## src/rtl/i2s_multi_ch_gen_pkg.sv

```systemverilog
// Shared encodings for the multi-channel I2S/LJ/TDM serializer: bus modes and controller states.
package i2s_multi_ch_gen_pkg;

  typedef enum logic [1:0] {
    ModeI2s = 2'd0,
    ModeLj  = 2'd1,
    ModeTdm = 2'd2
  } mode_e;

  typedef enum logic [1:0] {
    StIdle  = 2'd0,
    StRun   = 2'd1,
    StDrain = 2'd2
  } state_e;

  // The reserved encoding 3 behaves as I2S.
  function automatic mode_e decode_mode(input logic [1:0] raw);
    case (raw)
      2'd1:    return ModeLj;
      2'd2:    return ModeTdm;
      default: return ModeI2s;
    endcase
  endfunction

endpackage

```

## src/rtl/sync_sample_fifo.sv

```systemverilog
// Single-clock sample FIFO with first-word-fall-through read data and an occupancy count.
module sync_sample_fifo #(
  parameter int unsigned pWidth = 16,
  parameter int unsigned pDepth = 16
) (
  input  logic                      clk,
  input  logic                      rst,
  input  logic                      push,
  input  logic [pWidth-1:0]         push_data,
  input  logic                      pop,
  output logic [pWidth-1:0]         pop_data,
  output logic [$clog2(pDepth):0]   count,
  output logic                      full
);

  localparam int unsigned PtrW = $clog2(pDepth);
  localparam logic [PtrW:0] CntFull = pDepth[PtrW:0];

  logic [pWidth-1:0] mem_q [pDepth];
  logic [PtrW-1:0]   wr_q, rd_q;
  logic [PtrW:0]     cnt_q;
  logic              do_push, do_pop;

  assign full    = (cnt_q == CntFull);
  assign do_push = push && !full;
  assign do_pop  = pop && (cnt_q != '0);

  // Depth is a power of two, so the pointers wrap naturally.
  always_ff @(posedge clk or posedge rst) begin
    if (rst) begin
      wr_q  <= '0;
      rd_q  <= '0;
      cnt_q <= '0;
    end else begin
      if (do_push) wr_q <= wr_q + 1'b1;
      if (do_pop)  rd_q <= rd_q + 1'b1;
      if (do_push && !do_pop)      cnt_q <= cnt_q + 1'b1;
      else if (!do_push && do_pop) cnt_q <= cnt_q - 1'b1;
    end
  end

  always_ff @(posedge clk) begin
    if (do_push) mem_q[wr_q] <= push_data;
  end

  assign pop_data = mem_q[rd_q];
  assign count    = cnt_q;

endmodule

```

## src/rtl/i2s_multi_ch_gen.sv

```systemverilog
// Multi-channel audio serializer: FIFO-fed frames sent as I2S, left-justified or TDM (DSP-A),
// with silence frames on underrun and a clean drain when the run request drops.
module i2s_multi_ch_gen
  import i2s_multi_ch_gen_pkg::*;
#(
  parameter int unsigned pChannels    = 2,
  parameter int unsigned pSampleWidth = 16,
  parameter int unsigned pSlotWidth   = 32,
  parameter int unsigned pBclkDiv     = 4,
  parameter int unsigned pFifoDepth   = 16
) (
  input  logic                          iCLK,
  input  logic                          iRST,
  input  logic                          iEnable,
  input  logic [1:0]                    iMode,
  input  logic [pSampleWidth-1:0]       iAudioData,
  input  logic                          iAudioVd,
  output logic                          oAudioRdy,
  output logic                          oI2S_MCLK,
  output logic                          oI2S_BCLK,
  output logic                          oI2S_LRCLK,
  output logic                          oI2S_SDATA,
  output logic [$clog2(pFifoDepth):0]   oFifoCount,
  output logic [15:0]                   oUnderrunCnt,
  output logic                          oBusy
);

  localparam int unsigned DivW  = (pBclkDiv > 1) ? $clog2(pBclkDiv) : 1;
  localparam int unsigned BitW  = (pSlotWidth > 1) ? $clog2(pSlotWidth) : 1;
  localparam int unsigned SlotW = $clog2(pChannels);
  localparam int unsigned LdW   = SlotW + 1;
  localparam int unsigned CntW  = $clog2(pFifoDepth) + 1;

  localparam logic [DivW-1:0]  DivLast   = DivW'(pBclkDiv - 1);
  localparam logic [BitW-1:0]  BitLast   = BitW'(pSlotWidth - 1);
  localparam logic [SlotW-1:0] SlotLast  = SlotW'(pChannels - 1);
  localparam logic [SlotW-1:0] SlotHalf  = SlotW'(pChannels / 2);
  localparam logic [LdW-1:0]   LdDone    = LdW'(pChannels);
  localparam logic [CntW-1:0]  FrameNeed = CntW'(pChannels);

  state_e state_q, state_d;
  mode_e  mode_q, mode_cur;

  logic [DivW-1:0]         div_q;
  logic [BitW-1:0]         bit_q, bit_d;
  logic [SlotW-1:0]        slot_q, slot_d;
  logic [LdW-1:0]          ld_q;
  logic [15:0]             urun_q;
  logic [pSampleWidth-1:0] buf_q [pChannels];
  logic [pSampleWidth-1:0] fifo_data, smp;
  logic [pSlotWidth-1:0]   word;
  logic [CntW-1:0]         fifo_count;
  logic                    fifo_full;
  logic mclk_q, bclk_q, lrclk_q, sdata_q, s_q, tail_q, zero_q;
  logic busy, tick, fall, start, frame_end, cont, delayed, have_data;
  logic new_frame, adv, go_tail, go_idle, pop, s_first, s_adv;

  sync_sample_fifo #(
    .pWidth (pSampleWidth),
    .pDepth (pFifoDepth)
  ) u_fifo (
    .clk       (iCLK),
    .rst       (iRST),
    .push      (iAudioVd && oAudioRdy),
    .push_data (iAudioData),
    .pop       (pop),
    .pop_data  (fifo_data),
    .count     (fifo_count),
    .full      (fifo_full)
  );

  always_comb begin
    busy      = (state_q != StIdle);
    tick      = (div_q == DivLast);
    fall      = busy && tick && bclk_q;
    start     = (state_q == StIdle) && tick && !bclk_q && iEnable;
    mode_cur  = start ? decode_mode(iMode) : mode_q;
    delayed   = (mode_cur != ModeLj);
    frame_end = (bit_q == BitLast) && (slot_q == SlotLast);
    cont      = (state_q == StRun) || iEnable;
    have_data = (fifo_count >= FrameNeed);
    new_frame = start || (fall && !tail_q && frame_end && cont);
    adv       = fall && !tail_q && !frame_end;
    go_tail   = fall && !tail_q && frame_end && !cont && delayed;
    go_idle   = fall && (tail_q || (frame_end && !cont && !delayed));
    pop       = (new_frame && have_data) || (ld_q != LdDone);
    bit_d     = bit_q + 1'b1;
    slot_d    = slot_q;
    if (bit_q == BitLast) begin
      bit_d  = '0;
      slot_d = slot_q + 1'b1;
    end
    // Slot word: sample left-aligned, padding bits zero, sent MSB first.
    smp     = buf_q[slot_d];
    word    = pSlotWidth'(smp) << (pSlotWidth - pSampleWidth);
    s_adv   = !zero_q && word[BitLast - bit_d];
    s_first = have_data && fifo_data[pSampleWidth-1];
  end

  always_comb begin
    state_d = state_q;
    case (state_q)
      StIdle: if (start) state_d = StRun;
      StRun:  if (!iEnable) state_d = StDrain;
      StDrain: begin
        if (tail_q) begin
          if (fall) state_d = StIdle;
        end else if (iEnable) begin
          state_d = StRun;
        end else if (go_idle) begin
          state_d = StIdle;
        end
      end
      default: state_d = StIdle;
    endcase
  end

  always_ff @(posedge iCLK or posedge iRST) begin
    if (iRST) begin
      state_q <= StIdle;
      mode_q  <= ModeI2s;
      div_q   <= '0;
      bit_q   <= '0;
      slot_q  <= '0;
      ld_q    <= LdDone;
      urun_q  <= '0;
      mclk_q  <= 1'b0;
      bclk_q  <= 1'b0;
      lrclk_q <= 1'b0;
      sdata_q <= 1'b0;
      s_q     <= 1'b0;
      tail_q  <= 1'b0;
      zero_q  <= 1'b0;
    end else begin
      state_q <= state_d;
      mclk_q  <= !mclk_q;
      div_q   <= tick ? '0 : div_q + 1'b1;
      if (busy && tick) bclk_q <= !bclk_q;
      if (start) mode_q <= mode_cur;
      if (new_frame && have_data) ld_q <= LdW'(1);
      else if (ld_q != LdDone)    ld_q <= ld_q + 1'b1;
      // s_q holds the undelayed stream bit so delayed modes can emit it one BCLK later.
      if (new_frame) begin
        bit_q   <= '0;
        slot_q  <= '0;
        zero_q  <= !have_data;
        if (!have_data && urun_q != 16'hFFFF) urun_q <= urun_q + 1'b1;
        s_q     <= s_first;
        sdata_q <= delayed ? s_q : s_first;
        lrclk_q <= (mode_cur == ModeTdm);
      end else if (adv) begin
        bit_q   <= bit_d;
        slot_q  <= slot_d;
        s_q     <= s_adv;
        sdata_q <= delayed ? s_q : s_adv;
        lrclk_q <= (mode_cur != ModeTdm) && (slot_d >= SlotHalf);
      end else if (go_tail) begin
        tail_q  <= 1'b1;
        s_q     <= 1'b0;
        sdata_q <= s_q;
        lrclk_q <= 1'b0;
      end else if (go_idle) begin
        tail_q  <= 1'b0;
        bit_q   <= '0;
        slot_q  <= '0;
        s_q     <= 1'b0;
        sdata_q <= 1'b0;
        lrclk_q <= 1'b0;
      end
    end
  end

  // Slot 0 is captured on the frame-start pop, the rest on the following cycles.
  always_ff @(posedge iCLK) begin
    if (new_frame && have_data)  buf_q[0] <= fifo_data;
    else if (ld_q != LdDone)     buf_q[ld_q[SlotW-1:0]] <= fifo_data;
  end

  assign oAudioRdy    = !fifo_full && !iRST;
  assign oI2S_MCLK    = mclk_q;
  assign oI2S_BCLK    = bclk_q;
  assign oI2S_LRCLK   = lrclk_q;
  assign oI2S_SDATA   = sdata_q;
  assign oFifoCount   = fifo_count;
  assign oUnderrunCnt = urun_q;
  assign oBusy        = busy;

endmodule

```

## config.mk

```make
export PLATFORM = sky130hd
export DESIGN_NAME = i2s_multi_ch_gen
export DESIGN_NICKNAME = d
export VERILOG_FILES = /design/src/rtl/i2s_multi_ch_gen_pkg.sv /design/src/rtl/sync_sample_fifo.sv /design/src/rtl/i2s_multi_ch_gen.sv
export SDC_FILE = /design/constraint.sdc
export NUM_CORES = 1
export LEC_CHECK = 0
export ABC_CLOCK_PERIOD_IN_PS = 6500
export CAP_MARGIN = 20
export CORE_AREA = 2 2 179 181
export DETAILED_ROUTE_END_ITERATION = 7
export DIE_AREA = 0 0 181 183
export PLACE_DENSITY = 0.72
export SYNTH_ARGS = -nofsm -noshare
export SYNTH_HDL_FRONTEND = slang
export SYNTH_SLANG_ARGS = --single-unit
```

## constraint.sdc

```tcl
create_clock -name iCLK -period 6.5 [get_ports iCLK]
set_input_delay 1.3 -clock iCLK [delete_from_list [all_inputs] [get_ports iCLK]]
set_output_delay 1.3 -clock iCLK [all_outputs]
set_load 0.02 [all_outputs]
```

Word-level counts from Yosys, hierarchy flattened
Memory sizes are Yosys's and may differ from the RTL's.
Index checks and enable logic that the tools add are counted.

word-level totals
  flip-flop bits (word level) = 50
  RAM bits = 288
  bits of input ports = 22
  output and inout bits = 27
  logic and storage cells = 153
  memories kept = 2

cells by class
  $add $sub $neg = 10
  $lt $le $gt $ge = 3
  equality and inequality tests = 17
  multiplexer cells = 47
  bitwise logic cells = 2
  reduce and logical (&&, ||, !) cells = 55

memories
  memory        words  bits a word  read ports  clocked after Yosys merged registers in  wr ports  RTL line                RTL
  u_fifo.mem_q  16     16           1           0                                        1         sync_sample_fifo.sv:19  logic [pWidth-1:0] mem_q [pDepth];
  buf_q         2      16           1           0                                        1         i2s_multi_ch_gen.sv:49  logic [pSampleWidth-1:0] buf_q [pChannels];

operators with widths
  cell                                                  number
  2-to-1 mux 5 bit                                      7
  logical AND 1 bit                                     26
  2-to-1 mux 1 bit                                      26
  2-to-1 mux 2 bit                                      10
  adder 16 x 1 -> 16 bit (second input constant)        1
  2-to-1 mux 16 bit                                     1
  != test 16 bit (second input constant)                1
  OR reduction 16 bit                                   1
  zero test 1 bit                                       12
  adder 5 x 1 -> 5 bit (second input constant)          2
  equality test 5 bit (second input constant)           2
  adder 4 x 1 -> 4 bit (second input constant)          2
  equality test 2 bit (second input constant)           4
  != test 2 bit (second input constant)                 4
  nonzero test 2 bit                                    4
  < comparator 5 x 6 -> 1 bit (second input constant)   1
  != test 3 bit (second input constant)                 2
  case mux 2 bit (3 select lines)                       1
  binary-select mux 1 bit (select 5 bit)                1
  >= comparator 5 x 2 -> 1 bit (second input constant)  1
  nonzero test 5 bit                                    1
  subtractor 5 x 1 -> 5 bit (second input constant)     1
  subtractor 5 bit (first input constant)               1
  adder 2 x 1 -> 2 bit (second input constant)          2
  other kinds (14)                                      20

Longest topological paths before layout
Gate-level depths: netlist of the first run.

  word-level depth = 14
  depth in mapped cells = 17
  depth with buffers taken out = 17

Modules after synthesis
From an unflattened synthesis of the first run, not the netlist that was laid out.

second synthesis, totals
  cell total of the unflattened synthesis = 791
  area total of the unflattened synthesis = 13790.7 sq um

by module, submodules not included
  module            instances  cells each  area each (sq um)  sequential area each (sq um)
  sync_sample_fifo  1          556         10647.7            8012.7
  i2s_multi_ch_gen  1          235         3143.0             1888.1

Worst setup path after synthesis of the first run
Ideal clock, no wire load.

  path kind = input to register
  start = in iRST
  end = mem u_fifo.mem_q[3][0], enable pin
  library setup time = 409 ps
  data arrival time = 3482 ps
  data required time = 6091 ps
  slack = 2609 ps
  stages on the path = 5
  buffers on the path = 1
  cell sequence = a31oi_1 and2_1 clkbuf_1 nand2_1 nor3_1

between the ends
  word-level cells in the longest chain between the ends = 6

ends and longest elaborated chain
  what                                    RTL line                 RTL
  start, declared                         i2s_multi_ch_gen.sv:13   input logic iRST,
  zero test 1 bit (no source line)        --
  logical AND 1 bit                       i2s_multi_ch_gen.sv:179  assign oAudioRdy = !fifo_full && !iRST;
  logical AND 1 bit                       i2s_multi_ch_gen.sv:64   .push (iAudioVd && oAudioRdy),
  logical AND 1 bit                       sync_sample_fifo.sv:25   assign do_push = push && !full;
  net u_fifo.do_push                      sync_sample_fifo.sv:22   logic do_push, do_pop;
  2-to-1 mux 1 bit                        sync_sample_fifo.sv:43   if (do_push) mem_q[wr_q] <= push_data;
  2-to-1 mux 1 bit (not written as such)  sync_sample_fifo.sv:43
  end, declared                           sync_sample_fifo.sv:19

The timed path passes the listed nets, and every way through them passes these cells.

Final worst setup path of the first run
  start = reg bit_q[0]
  end = reg u_fifo.cnt_q[4], in the netlist u_fifo.count[4]

between the ends
  word-level cells in the longest chain between the ends = 11
  elaborated cells between the ends (all ways) = 13
  classes of those cells = eq/ne (1); mux (1); reduce/logical (11)

ends and longest elaborated chain
  what                                                    RTL line                 RTL
  start, declared                                         i2s_multi_ch_gen.sv:45   logic [BitW-1:0] bit_q, bit_d;
  start signal, assigned                                  i2s_multi_ch_gen.sv:152  bit_q <= bit_d;
  equality test 5 bit (*)                                 i2s_multi_ch_gen.sv:79   frame_end = (bit_q == BitLast) && (slot_q == SlotLast);
  logical AND 1 bit (*)                                   i2s_multi_ch_gen.sv:79
  logical AND 1 bit (*) (2 in a row)                      i2s_multi_ch_gen.sv:82   new_frame = start || (fall && !tail_q && frame_end && cont);
  logical OR 1 bit (*)                                    i2s_multi_ch_gen.sv:82
  logical AND 1 bit (*)                                   i2s_multi_ch_gen.sv:86   pop = (new_frame && have_data) || (ld_q != LdDone);
  logical OR 1 bit (*)                                    i2s_multi_ch_gen.sv:86
  logical AND 1 bit (*)                                   sync_sample_fifo.sv:26   assign do_pop = pop && (cnt_q != '0);
  zero test 1 bit                                         sync_sample_fifo.sv:37   if (do_push && !do_pop) cnt_q <= cnt_q + 1'b1;
  logical AND 1 bit                                       sync_sample_fifo.sv:37
  2-to-1 mux 5 bit or nonzero test 2 bit (tied branches)  --
  end signal, assigned                                    sync_sample_fifo.sv:37
  end signal, assigned                                    sync_sample_fifo.sv:38   else if (!do_push && do_pop) cnt_q <= cnt_q - 1'b1;
  end, declared                                           sync_sample_fifo.sv:21   logic [PtrW:0] cnt_q;

Mark *: on every way between the ends. The rest lies on a longest branch, timed or not.
A chain may end at the register's enable or synchronous reset.

==> impl_results.md, run 1 <==
* Post-Syn Area at roughly 14000 µm²
* Status: completed
* Clock insertion delay at the later pin of the skew report at 530 ps
* Mapped Cells at between 800 and 900
* DR pass1 iterations at 7
* Fin. max-slew vios at 0
* Ys async rst share at 0.148
* Yosys warns at 0
* Peak VDD IR at 0.241 mV
* Gr ovfl total at 0
* CTS tree: yes
* Placeable Area at ~31000 µm²
* Initial antenna violation count at 0
* Critical Path RT at 6900 ps
* Max-cap violations at 0
* Fin nets at ~930
* Clock transition at the registers of the reported paths at roughly 60 ps
* Worst setup EP type: flop
* Drt initial violations at between 600 and 700
* Seq cells post-synth at about 340
* GRT Overall Usage at 0.172
* Yosys cell types at 61
* CP Launch Type: flop
* H-tree levels at 2
* Multi-input logic area at ~3700 µm²
* TNS Setup at 0 ps
* Antenna-violating nets left at 0
* Hold-fix buffers at CTS at 0
* FMAX at ~230 MHz
* N_diodes at 0
* Flop pwr share at 0.422
* Post-CTS Setup Bufs at 0
* Pre-CTS setup slack at 1960 ps
* Final Wtd Congestion at 0.815
* Clock network power share at 0.293
* Period utilisation layout at 0.679
* RR Startpoint: bit_q[0]
* Commonest non-fill, non-tap cell in the layout: edfxtp_1
* Root Driver: clkbuf_16
* Hold wc startpoint: oI2S_MCLK
* Die H at around 180 µm
* Syn_area_per_cell at between 15 and 20 µm²
* P_int at about 4.8 mW
* WP data arrival at 4810 ps
* Clk buf depth at 3
* P_sw at around 2.2 mW
* Die ar. at 33100 µm²
* Syn nets at ~850
* First-pass GRT wire length at 43400 µm
* Min Tclk post-route at about 4400 ps
* Net Sw Frac at 0.310
* Synth Flop Type: edfxtp_1
* Post-synthesis sequential area ratio at 0.717
* Number of synthesized flops with an enable pin at approximately 290
* # resized after CTS at 0
* Die X at roughly 180 µm
* Vias in the first global route at 7514
* Worst Setup Path Type: flop to flop
* Worst Hold Class: flop to flop
* Share of total power in combinational logic at 0.285
* Reg area at between 9000 and 10000 µm²
* Hpwl dp at approximately 17000 µm
* DRC at 0
* RSZ-0062 raised after global routing: false
* I/O Buffers at between 40 and 50
* Max Fanout on Critical Path at 17
* Ports at 49
* Total clock sinks at roughly 340
* Final hold violations at 0
* Smallest setup slack after layout at between 2000 and 2500 ps
* Pin count of the biggest net entering global routing at 63
* CTS buffer count at 36
* Relative slew slack at 0.246
* Detailed-route via count at around 7400
* Initial core utilization at 0.442
* DR WL/cell at 21.4 µm
* Cell Pwr Density at about 430 nW/µm²
* Fillers at roughly 2500
* Worst Setup SP: bit_q[0]
* Most frequent cells in the layout: edfxtp_1, mux2i_1, nand2_1, clkdlybuf4s50_1, dfrtp_1
* Static Leak at 5.63 nW
* Via density at ~5.6
* Worst-margin pin slew at about 1100 ps
* Layout cell share with drive strength beyond 1 at 0.178
* Final WL at between 20000 and 30000 µm
* Final Setup Violations at 0
* Synth-to-layout area growth at 17.1%
* Max Clock Skew at 30.1 ps
* Site Rows at 65
## power groups by stage
| stage | registers [mW] | logic, mW | clock network, mW |
|---|---|---|---|
| 4_1_cts | 3.00 | 1.88 | 2.07 |
| 6_report | 2.93 | 1.97 | 2.03 |
| 3_3_place_gp | 3.04 | 1.83 | 0 |
| 3_5_place_dp | 3.05 | 1.88 | 0 |
| 2_1_floorplan | 2.92 | 1.37 | 0 |
| 5_1_grt | 2.96 | 2.15 | 2.16 |
## worst paths after layout
kind                              endpoint  slack (ps)  cells past startpoint
min in group asynchronous         div_q[1]        1300                      3
max in group asynchronous   u_fifo.rd_q[0]        4710                      3
min                              oI2S_MCLK         430                      1
max reg2reg                u_fifo.count[4]        2090                     17
min reg2reg                      oI2S_MCLK         430                      1
max                        u_fifo.count[4]        2090                     17
## registers in the layout, indices dropped and copies added, names as in the netlist, 2 cells and up
register / flops
buf_q: 32
u_fifo.count: 5
u_fifo.mem_q: 256
u_fifo.wr_q: 4
oUnderrunCnt: 16
u_fifo.rd_q: 4
div_q: 2
mode_q: 2
ld_q: 2
bit_q: 5
state_q: 2
## critical path, cell delays in order (launching register included)
cell and delay, ps:
dfrtp_1 580, ha_1 350, and3_1 190, ha_1 530, ha_1 330, inv_1 100, a2111oi_4 370, o21ai_1 170
a22oi_2 270, inv_1 80, ha_1 220, inv_1 140, ha_1 290, a21o_1 190, a21oi_1 170, xnor2_1 130
nor2_1 60, xor2_1 140
## metrics by stage
stage / util / power [mW] / cell area [µm²] / std cells / hold WS (ps)
CTS: 0.514 / 6.96 / 16100 / 1306 / 431
floorplan: - / 4.29 / 13800 / 813 / 410
global route: 0.518 / 7.27 / 16200 / 1313 / 465
finish: 0.518 / 6.93 / 16200 / 1313 / 427
global placement: 0.473 / 4.87 / 14800 / 1239 / 418
detailed placement: 0.476 / 4.92 / 14900 / 1244 / 423
## cells by family (layout without fill, tap and decap cells)
| logic type | after synthesis | after routing | synth area share |
|---|---|---|---|
| flip-flops | 338 | 338 | 0.717 |
| AND/OR/NAND/NOR | 143 | 143 | 0.0518 |
| AO/OA/AOI/OAI | 124 | 124 | 0.0627 |
| multiplexers | 112 | 112 | 0.118 |
| buffers and inverters | 50 | 148 | 0.0152 |
| XOR/XNOR | 30 | 30 | 0.0196 |
| adder cells (fa/ha/maj) | 16 | 16 | 0.0151 |
## synth_stat cells, drive strengths merged, types with 5 or more instances
| cell type | n | area share |
|---|---|---|
| mux4 | 39 | 0.064 |
| o21ai | 39 | 0.014 |
| xnor2 | 23 | 0.015 |
| a2111oi | 5 | 0.0054 |
| nor2b | 8 | 0.0036 |
| a21oi | 23 | 0.0086 |
| a21o | 5 | 0.0027 |
| nand2b | 6 | 0.0027 |
| nand3 | 10 | 0.0036 |
| dfrtp | 49 | 0.089 |
| inv | 14 | 0.0038 |
| edfxtp | 288 | 0.63 |
| a22oi | 16 | 0.0091 |
| mux2 | 18 | 0.015 |
| ha | 15 | 0.014 |
| a221oi | 16 | 0.010 |
| and2 | 7 | 0.0032 |
| clkbuf | 19 | 0.0053 |
| nor2 | 27 | 0.0075 |
| nor3 | 10 | 0.0036 |
| xor2 | 7 | 0.0044 |
| nand2 | 54 | 0.015 |
| mux2i | 55 | 0.040 |
| buf | 17 | 0.0062 |
## metal layers
layer	global-route usage	up-vias	wire length [µm]
li1	-	3336	-
met1	0.234	3815	12000
met2	0.286	209	13900
met3	0.0318	32	1850
met4	0.0488	0	414
met5	0	-	0
## area by class of cell
class                      count  share of cell area
clock buffer                  45              0.0591
clock inverter                17              0.0138
inverter                      14             0.00325
multi-input combinational    425               0.232
sequential                   338               0.613
tap                          402              0.0311
timing repair buffer          72              0.0481
No activity file was read; power rests on OpenSTA's default activity.
==> inputs of run 2 (changes only) <==
--- a/config.mk
+++ b/config.mk
@@ -5,7 +5,7 @@
 export SDC_FILE = /design/constraint.sdc
 export NUM_CORES = 1
 export LEC_CHECK = 0
-export ABC_CLOCK_PERIOD_IN_PS = 6500
+export ABC_CLOCK_PERIOD_IN_PS = 4400
 export CAP_MARGIN = 20
 export CORE_AREA = 2 2 179 181
 export DETAILED_ROUTE_END_ITERATION = 7
==> constraint.sdc (replaced) <==
create_clock -name iCLK -period 4.4 [get_ports iCLK]
set_input_delay 0.88 -clock iCLK [delete_from_list [all_inputs] [get_ports iCLK]]
set_output_delay 0.88 -clock iCLK [all_outputs]
set_load 0.02 [all_outputs]
==> run 2 against run 1 <==
Against the previous run:
- non-clock buffer count is 3 higher
- count of clock-buffer cells in the layout grew 1
- power rose by 47%
- wire length fell by 1.1%
- setup slack got worse by 1400 ps
- clock skew fell by 8.6 ps
==> impl_results.md, run 2 (synthesized netlist as in run 1, its figures left out) <==
* Status: completed
* Non-Filler Instances at 1320 (+0.53%)
* Critical Path RT at 4800 ps (-2100 ps)
* Static Leak at 5.61 nW (-0.38%)
* Fin. max-slew vios at 0 (unchanged)
* Cell-by-cell trace of the critical path: ha_1, and3_1, ha_1, ha_1, inv_1, a2111oi_4, o21ai_1, a22oi_2, inv_1, ha_1, inv_1, ha_1, a21o_1, a21oi_1, xnor2_1, nor2_1, xor2_1
* Smallest setup slack after layout at 680 ps (-1410 ps)
* Hold path depth at 1 (unchanged)
* Flop pwr share at 0.433 (+0.011)
* DRC at 0 (unchanged)
* Relative slew slack at 0.401 (+0.155)
* Cell repeated most along the worst path: ha_1
* DR pass1 iterations at 5 (-2)
* Period utilisation layout at 0.846 (+0.167)
* P_int at 6.96 mW (+45%)
* Hold-fix buffers at CTS at 0 (unchanged)
* Clk buf depth at 3 (unchanged)
* Hold Path Sink: oI2S_MCLK
* Fin nets at 928 (+0.32%)
* Die ar. at 33100 µm² (unchanged)
* Worst Setup Path Type: flop to flop
* First-pass GRT wire length at 42900 µm (-1.2%)
* Total clock sinks at 338 (unchanged)
* WP data arrival at 4120 ps (-690 ps)
* Cell family with most CP delay: compound AO/OA/AOI/OAI gates
* Max Clock Skew at 21.5 ps (-8.60 ps)
* Fillers at 2533 (+0.96%)
* Initial core utilization at 0.442 (unchanged)
* Pre-CTS setup slack at 424 ps (-1530 ps)
* Hold wc startpoint: oI2S_MCLK
* Bufs and invs on worst path at 3 (unchanged)
* RR Startpoint: bit_q[1]
* Min Tclk post-route at 3720 ps (-693 ps)
* Synth-to-layout area growth at 16.3%
* Net Sw Frac at 0.315 (+0.00492)
* DR WL/cell at 21.1 µm (-1.6%)
* GRT Overall Usage at 0.169 (-0.00241)
* Ports at 49 (unchanged)
* Final Wtd Congestion at 0.792 (-2.8%)
* Clock transition at the registers of the reported paths at 60 ps (about the same)
* Max-cap violations at 0 (unchanged)
* Cell Pwr Density at 633 nW/µm² (+48%)
* Final Setup Violations at 0 (unchanged)
* FMAX at 269 MHz (+19%)
* Commonest non-fill, non-tap cell in the layout: edfxtp_1
* Clock insertion delay at the later pin of the skew report at 530 ps (about the same)
* Antenna-violating nets left at 0 (unchanged)
* Gr ovfl total at 0 (unchanged)
* H-tree levels at 2 (unchanged)
* Placed cells at 1254 (+0.80%)
* Worst setup EP type: flop
* Share of total power in combinational logic at 0.280 (-0.005)
* Drt initial violations at 794 (+28%)
* Via density at 5.62 (-0.19%)
* Number of flip-flops in the largest register at 256 (unchanged)
* Clock network power share at 0.288 (-0.005)
* Worst-margin pin slew at 897 ps (-228 ps)
* Most frequent cells in the layout: edfxtp_1, mux2i_1, nand2_1, clkdlybuf4s50_1, dfrtp_1
* N_diodes at 0 (unchanged)
* Crit-path slowest cell: a2111oi_4
* Final hold violations at 0 (unchanged)
* Setup slack, reg-to-reg at 680 ps (-1410 ps)
* Placeable Area at 31200 µm² (unchanged)
* Max Fanout on Critical Path at 5 (-12)
* Die H at 183 µm (unchanged)
* TNS Setup at 0 ps (unchanged)
* RSZ-0062 raised after global routing: false
* Register with the most flip-flops: u_fifo.mem_q
* Final WL at 27800 µm (-1.1%)
* CP Launch Type: flop
* Vias in the first global route at 7371 (-1.9%)
* Delay of the slowest critical-path stage at 380 ps (-200 ps)
* Reg-to-Reg End: u_fifo.count[4]
* Detailed-route via count at 7417 (+0.34%)
* Root Driver: clkbuf_16
* Peak VDD IR at 0.355 mV (+47%)
* P_sw at 3.20 mW (+49%)
* CTS buffer count at 36 (unchanged)
* Die X at 181 µm (unchanged)
* Post-CTS Setup Bufs at 0 (unchanged)
* Pin count of the biggest net entering global routing at 58 (-7.9%)
* Layout cell share with drive strength beyond 1 at 0.182 (+0.00409)
* # resized after CTS at 0 (unchanged)
* Worst r2r path cells at 17 (unchanged)
* Hpwl dp at 17300 µm (+4.1%)
* I/O Buffers at 48 (unchanged)
* Site Rows at 65 (unchanged)
* CTS tree: yes
* Initial antenna violation count at 0 (unchanged)
* Worst Hold Class: flop to flop
-- run 2: changes by cell type in the layout (fill, tap and decap cells not counted), sizes merged --
cell | previous run | this run
buf | 24 | 27
clkinv | 11 | 14
clkinvlp | 1 | 2
bufinv | 4 | 2
inv | 15 | 16
clkbuf | 45 | 46
-- run 2: stage by stage --
stage | hold WS (ps) | cell area, µm² | util | total power [mW]
after floorplan | 410 | 13800 | - | 6.34
after global routing | 466 | 16100 | 0.514 | 10.6
after CTS | 446 | 16100 | 0.514 | 10.2
after detailed placement | 425 | 14900 | 0.477 | 7.30
after global placement | 418 | 14900 | 0.477 | 7.24
final | 438 | 16100 | 0.514 | 10.2
-- run 2: worst max path at each step --
stage	start	endpoint	cells past startpoint
after CTS	bit_q[1]	u_fifo.count[4]	17
after floorplan	iRST	u_fifo.mem_q[3][0]	5
after global placement	iEnable	u_fifo.count[4]	14
final	bit_q[1]	u_fifo.count[4]	17
after global routing	bit_q[1]	u_fifo.count[4]	17
after detailed placement	iEnable	u_fifo.count[4]	14
-- run 2: area by class of cell --
type	count	area (µm²)	area share
clock buffer	46	970	0.0604
inverter	14	52.6	0.00327
sequential	338	9910	0.617
timing repair buffer	75	696	0.0433
tap	402	503	0.0313
multi-input combinational	425	3750	0.233
clock inverter	20	178	0.0111
-- run 2: power groups by stage --
stage,sequential [mW],clock (mW),combinational [mW]
after global placement,4.45,0,2.79
after CTS,4.40,2.97,2.85
after global routing,4.45,3.10,3.10
after detailed placement,4.46,0,2.84
final,4.39,2.92,2.84
after floorplan,4.31,0,2.03
-- run 2: per-layer routing --
metal,up-vias,global-route usage,share of wire
met5,-,0,0
met4,0,0.0485,0.022
met3,43,0.0284,0.062
met2,256,0.280,0.48
met1,3766,0.234,0.44
li1,3352,-,-
